### src/rtl/sin_phase_gen.sv
// rtl/sin_phase_gen.sv - phase accumulator driving a sine LUT index, with sample capture and PWM output
module sin_phase_gen #(
   parameter int ACC_W   = 16,
   parameter int DIV_W   = 16,
   parameter int LUT_LAT = 1
) (
   input  logic             clk,
   input  logic             rst_n,
   input  logic             en,
   input  logic [ACC_W-1:0] tune,
   input  logic [DIV_W-1:0] div,
   output logic [8:0]       count,
   input  logic [7:0]       val,
   output logic [7:0]       sample,
   output logic             sample_vld,
   output logic             wrap,
   output logic             pwm
);

   localparam int DCW = $clog2(LUT_LAT + 2) + 1;

   typedef enum logic [1:0] {IDLE, RUN, DRAIN} state_t;

   state_t           state, state_nx;
   logic [ACC_W-1:0] acc;
   logic [ACC_W:0]   sum;
   logic [DIV_W-1:0] presc;
   logic [7:0]       pwm_cnt;
   logic [LUT_LAT+1:0] pipe;
   logic [DCW-1:0]   dcnt;
   logic             tick;
   logic             drain_done;
   logic             clr;

   assign sum        = {1'b0, acc} + {1'b0, tune};
   assign tick       = (state == RUN) && (presc >= div);
   assign drain_done = (dcnt == DCW'(LUT_LAT + 1));
   assign clr        = (state == DRAIN) && (state_nx == IDLE);

   always_comb begin
      state_nx = state;
      case (state)
         IDLE:    if (en) state_nx = RUN;
         RUN:     if (!en) state_nx = DRAIN;
         DRAIN:   if (en) state_nx = RUN;
                  else if (drain_done) state_nx = IDLE;
         default: state_nx = IDLE;
      endcase
   end

   always_ff @(posedge clk or negedge rst_n) begin
      if (!rst_n) begin
         state <= IDLE;
         dcnt  <= '0;
      end else begin
         state <= state_nx;
         if (state != DRAIN)
            dcnt <= '0;
         else if (!en)
            dcnt <= dcnt + 1'b1;
      end
   end

   // ">=" compare lets a shrinking div retire immediately instead of waiting for a 2^DIV_W rollover
   always_ff @(posedge clk or negedge rst_n) begin
      if (!rst_n) begin
         presc   <= '0;
         acc     <= '0;
         count   <= '0;
         wrap    <= 1'b0;
         pwm_cnt <= '0;
      end else begin
         wrap <= tick & sum[ACC_W];
         if (clr) begin
            presc   <= '0;
            acc     <= '0;
            count   <= '0;
            pwm_cnt <= '0;
         end else begin
            if (state == RUN)
               presc <= tick ? '0 : presc + 1'b1;
            if (tick) begin
               acc   <= sum[ACC_W-1:0];
               count <= sum[ACC_W-1 -: 9];
            end
            if (state != IDLE)
               pwm_cnt <= pwm_cnt + 1'b1;
         end
      end
   end

   // One valid bit per tick marches down the pipe; val is taken when the LUT has caught up with count
   always_ff @(posedge clk or negedge rst_n) begin
      if (!rst_n) begin
         pipe   <= '0;
         sample <= '0;
      end else begin
         pipe <= {pipe[LUT_LAT:0], tick};
         if (pipe[LUT_LAT])
            sample <= val;
      end
   end

   assign sample_vld = pipe[LUT_LAT+1];
   assign pwm        = (state != IDLE) && (pwm_cnt < sample);

endmodule

### config.mk
export PLATFORM = sky130hd
export DESIGN_NAME = sin_phase_gen
export DESIGN_NICKNAME = d
export VERILOG_FILES = /design/src/rtl/sin_phase_gen.sv
export SDC_FILE = /design/constraint.sdc
export NUM_CORES = 1
export LEC_CHECK = 0
export BUFFER_PORTS_ARGS = -buffer_cell sky130_fd_sc_hd__buf_2
export CORE_ASPECT_RATIO = 0.9
export CORE_MARGIN = 2
export CORE_UTILIZATION = 50
export CTS_CLUSTER_SIZE = 24
export DETAILED_ROUTE_END_ITERATION = 7
export HOLD_SLACK_MARGIN = 0.06
export PLACE_DENSITY = 0.75
export SYNTH_ARGS = -nofsm -noshare
export SYNTH_HDL_FRONTEND = slang
export SYNTH_SLANG_ARGS = --single-unit
### constraint.sdc
create_clock -name clk -period 2.1 [get_ports clk]
set_input_delay 0 -clock clk [delete_from_list [all_inputs] [get_ports clk]]
set_output_delay 0 -clock clk [all_outputs]
set_load 0.05 [all_outputs]
* Word-level counts from Yosys, hierarchy flattened
Index checks and enable logic that the tools add are counted.
W data, S select, Z words.
** Storage, ports and cells
- Bits of input ports :: 43
- Register bits after elaboration :: 66
- Logic and storage cells :: 46
- Output and inout bits :: 20
** Cells by class
- Reduce and logical (&&, ||, !) cells :: 9
- Multiplexer cells :: 16
- Order comparisons :: 2
- Add/sub/neg operators :: 4
- Bitwise gates (word level) :: 1
- Equality and inequality tests :: 5
** Operator list (count)
- $mux W16 :: 5
- $mux W9 :: 2
- $add A16 B16 Y17 :: 1
- $add A16 B1 Y16 const B :: 1
- $ge A16 B16 Y1 :: 1
- $mux W8 :: 2
- $add A8 B1 Y8 const B :: 1
- $lt A8 B8 Y1 :: 1
- $mux W2 :: 4
- $reduce_bool A2 Y1 :: 4
- $mux W3 :: 2
- $pmux W2 S3 :: 1
- $logic_not A2 Y1 :: 2
- $add A3 B1 Y3 const B :: 1
- $eq A3 B2 Y1 const B :: 1
- $logic_and A1 B1 Y1 :: 3
- $eq A2 B1 Y1 const B :: 1
- $eq A2 B2 Y1 const B :: 1
- $ne A2 B1 Y1 const B :: 1
- $ne A2 B2 Y1 const B :: 1
- $and A1 B1 Y1 :: 1

* Longest topological paths before layout
- Depth in word-level cells :: 7
- Mapped depth :: 9
- Gate-level depth less buffers :: 8

* Least setup slack after synthesis
No wires, ideal clock.
- Path kind :: reg-to-output
- Start :: register sample[1]
- End :: output port pwm
- Slack :: -0.356 ns
- Arrival :: 2.456 ns
- Path buffers :: 0
- Cell stages (with the launch flop) :: 8
- Data required time :: 2.100 ns
- Cells stage by stage :: dfrtp_1 > inv_1 > ha_1 > a21o_1 > a21o_1 > a211oi_1 > o21bai_1 > a31oi_1
** Between the ends
- Longest elaborated chain between the ends :: 2
** Ends and longest elaborated chain
- start, declared :: RTL line 14 : output logic [7:0] sample,
- start signal, assigned :: RTL line 100 : sample <= val;
- $lt A8 B8 Y1 :: RTL line 105 : assign pwm = (state != IDLE) && (pwm_cnt < sample);
- $logic_and A1 B1 Y1 :: RTL line 105
- end, declared :: RTL line 17 : output logic pwm
No other way between the ends.

* Final worst setup path
- Start :: register acc[0]
- End :: register count[3]
** Between the ends
- Longest elaborated chain between the ends :: 3
** Ends and longest elaborated chain
- start, declared :: RTL line 25 : logic [ACC_W-1:0] acc;
- start signal, assigned :: RTL line 83 : acc <= sum[ACC_W-1:0];
- $add A16 B16 Y17 :: RTL line 35 : assign sum = {1'b0, acc} + {1'b0, tune};
- $mux W9 :: RTL line 82 : if (tick) begin
- $mux W9 :: RTL line 74 : if (clr) begin
- end signal, assigned :: RTL line 84 : count <= sum[ACC_W-1 -: 9];
- end, declared :: RTL line 12 : output logic [8:0] count,
No other way between the ends. The select of a mux whose other input is x is not followed.
A chain may end at the register's enable or synchronous reset.

==> results.toml <==
[route]
route.vias.total = 3188
drc = 0
dr.pass1.iters = 4
wire_per_inst_um = 14.1
wl_mm = 8.42
drt_iter0_drc = 111
viasPerCell = 5.33
antenna_left = 0

[yosys]
yosys.area.top_type = "dfrtp_1"
ys_ff_latch = 57
netlist_area_mm2 = 0.00385
syn-num-nets = 492
ys.flop_type = "dfrtp_1"
yosys-top-cells-count = "57 x dfrtp_1, 47 x nand2_1, 43 x ha_1, 32 x inv_1, 32 x nor2_1"
async_reset_ff_share_pct = 100
synth_cells = 405
synth_area_leaders = "dfrtp_1 37%, ha_1 14%, nand2_1 4.6%, xor2_1 3.9%, mux2i_1 3.6%"
synth_edf_count = 0
synth.most_common_cell = "dfrtp_1"
synthDistinctLibCells = 54
yosys.area.top_type_share_pct = 37.0
syn_area_per_cell_um2 = 9.51
ys_seq_area_share_pct = 37.0
yosys_warnings = 0

[layout]
fill_cells = 597
multi_input_area_mm2 = 0.00235
drive_gt1_share_pct = 27.3
diodes = 0
finalNetCount = 584
seq_area_mm2 = 0.00143
instances_no_fill = 598
area_growth_pct = 26.9

[sta]
setup_viol = 2
period_share_pct = 104
clock_skew_ps = 6.98
setup_ws_ps = -93.6
period_needed_ps = 2190
tightestPinTransition_ps = 475
max_freq_mhz = 456
maxSlewHeadroom_pct = 68.3
drv_slew = 0
hold_viol = 0
rsz0062_at_grt = "yes"

[clock_tree]
clkSinkCount = 57
clkSlewWorstSetupHoldPaths_ps = 60
root_buffer = "clkbuf_8"
h-tree-depth = 3
cts.path.max_buffers = 2
numCtsBuffers = 9
cts_tree = "done"
clock_latency_ps = 350

[die]
die_x_um = 96.5
initial_core_util_pct = 51.3
die_y_um = 87.3
die_area_mm2 = 0.00842
coreArea_mm2 = 0.00751
rows = 30
pin_count = 63

[status]
status = "finished, violations left"
failed_checks = "setup timing"

[global_routing]
grt_antenna_before_repair = 0
grt_max_degree = 49
grtUsageTotal_pct = 21.3
grt_overflow = 0
first_global_vias = 3096
grt_pass1_wl_mm = 13.8

[hold_path]
hp-class = "primary input to flop"

[critical_path]
crit_chain = "ha_2, fa_2, a21o_1, a31o_1, a2111oi_4, o41ai_2, xnor2_1, mux2i_1"
crit_fanout = 3
cp-start-kind = "flop"
slowest_delay_ps = 410
critPathBufInv = 0
worstSetupPathType = "flop to flop"
worstSetupEndpointType = "flop"
crit_arrival_ps = 2430
cp_data_required_time_ps = 2330
critPathSlowestCell = "a2111oi_4"
critical_path.top_delay_family = "compound AO/OA/AOI/OAI gates"

[flow_run]
max_cap_viol_count = 0

[placed_design]
hpwl_mm = 5.89
pre_cts_ws_ps = -154
place_inst = 562
place.gp.congestion = 0.884
port_buffers = 62

[power_and_ir_drop]
ir_worst_vdd_v = 0.000348
powerDensity_mw_per_mm2 = 678
total_power_mw = 3.32
power.leakage_nw = 2.55
==> layer usage <==
| metal | vias to the layer above | GRT usage (%) | share of wire [%] | routed length [um] |
|---|---|---|---|---|
| li1 | 1588 | - | - | - |
| met1 | 1516 | 26.2 | 45 | 3820 |
| met2 | 64 | 35.6 | 49 | 4110 |
| met3 | 20 | 6.67 | 4.1 | 345 |
| met4 | 0 | 6.79 | 1.7 | 142 |
| met5 | - | 0 | 0 | 0 |
==> tightest hold or removal path: cells and delay by family <==
family | cells | cell delay, ps
buffers and inverters | 2 | 120
multiplexers | 1 | 110
adder cells (fa/ha/maj) | 1 | 160
==> registers in the layout (all words and copies together) (netlist names) <==
name / cells
acc: 7
count: 9
dcnt: 3
pipe: 3
presc: 16
pwm_cnt: 8
sample: 8
state: 2
wrap: 1
==> what timing repair did <==
action | 4_1_cts | 5_1_grt
setup buffers | 3 | 2
endpoints found under the hold margin | 70 | 0
pin swaps | 7 | 20
hold buffers | 13 | 0
gates cloned | 1 | 1
setup endpoints to repair | 32 | 35
gates resized for setup | 8 | 22
==> where the power goes <==
| part | switching (mW) | leakage [nW] | total [mW] | internal, mW |
|---|---|---|---|---|
| Clock | 0.450 | 0.0953 | 1.03 | 0.575 |
| Combinational | 0.466 | 1.72 | 0.908 | 0.443 |
| Sequential | 0.148 | 0.728 | 1.38 | 1.23 |
| Total | 1.06 | 2.55 | 3.32 | 2.25 |
==> area by class of cell <==
| type | instances | share of cell area, % |
|---|---|---|
| clock buffers | 11 | 2.89 |
| well taps | 96 | 2.46 |
| inverters | 32 | 2.46 |
| multi-input cells | 298 | 48.0 |
| clock inverters | 5 | 1.13 |
| repair buffers | 99 | 13.9 |
| flip-flops and latches | 57 | 29.2 |
==> path summary, 6_finish.rpt <==
path                               from       end  slack [ps]  cells past startpoint
worst min-delay path            tune[0]    acc[0]         100                      4
worst max-delay path             acc[0]  count[3]         -90                      8
worst max register to register   acc[0]  count[3]         -90                      8
worst min register to register  pipe[0]   pipe[1]         350                      0
max in group asynchronous         rst_n  count[4]         590                      4
min in group asynchronous         rst_n    acc[0]         560                      3
==> cell families (layout without fill, tap and decap cells) <==
| family | Yosys count | after routing | synth area share, % |
|---|---|---|---|
| XOR/XNOR | 33 | 33 | 7.50 |
| multiplexers | 15 | 15 | 3.93 |
| adder cells (fa/ha/maj) | 44 | 44 | 14.5 |
| flip-flops | 57 | 57 | 37.0 |
| buffers and inverters | 50 | 147 | 6.24 |
| AND/OR/NAND/NOR | 123 | 123 | 15.7 |
| AO/OA/AOI/OAI | 83 | 83 | 15.1 |
==> layout by cell type (no fill, tap or decap), types with 2 or more instances in the layout <==
master         Yosys  routed
or3_1              4       4
ha_1              43      37
a31o_1             2       2
ha_4               0       4
inv_1             32      31
nor2_1            32      32
o211ai_4           0       2
a21boi_0           2       2
ha_2               0       2
nor3_2             2       4
a21oi_2            2       3
nor2b_1            2       2
o21ai_0           15      14
a31oi_1            4       2
dfrtp_1           57      57
nand4_1            6       6
buf_12             0       2
nand2b_1           5       5
a21o_1             9       9
clkbuf_8           0      10
o211ai_1           3       3
xor2_1            17      17
buf_2              2      61
mux2i_1           14      14
clkinv_2           0       2
nand2_1           47      46
nor3_1             7       5
a211o_1            2       2
xnor2_1           16      16
a21oi_1           23      22
dlygate4sd3_1      0      13
clkinvlp_4         0       2
nand3_1            6       6
buf_4             11      18
buf_6              1       4
and3_1             5       5
==> per-stage QoR <==
step	utilization, %	hold WS [ps]	TNS [ps]	cell area [um2]
2_1_floorplan	-	-296	-4.39	3870
3_3_place_gp	57.7	-97.4	-170	4330
3_5_place_dp	57.7	-96.2	-731	4330
4_1_cts	62.9	68.6	-755	4720
5_1_grt	65.1	126	-1390	4890
6_report	65.1	102	-169	4890
(Power assumes the default switching activity.)
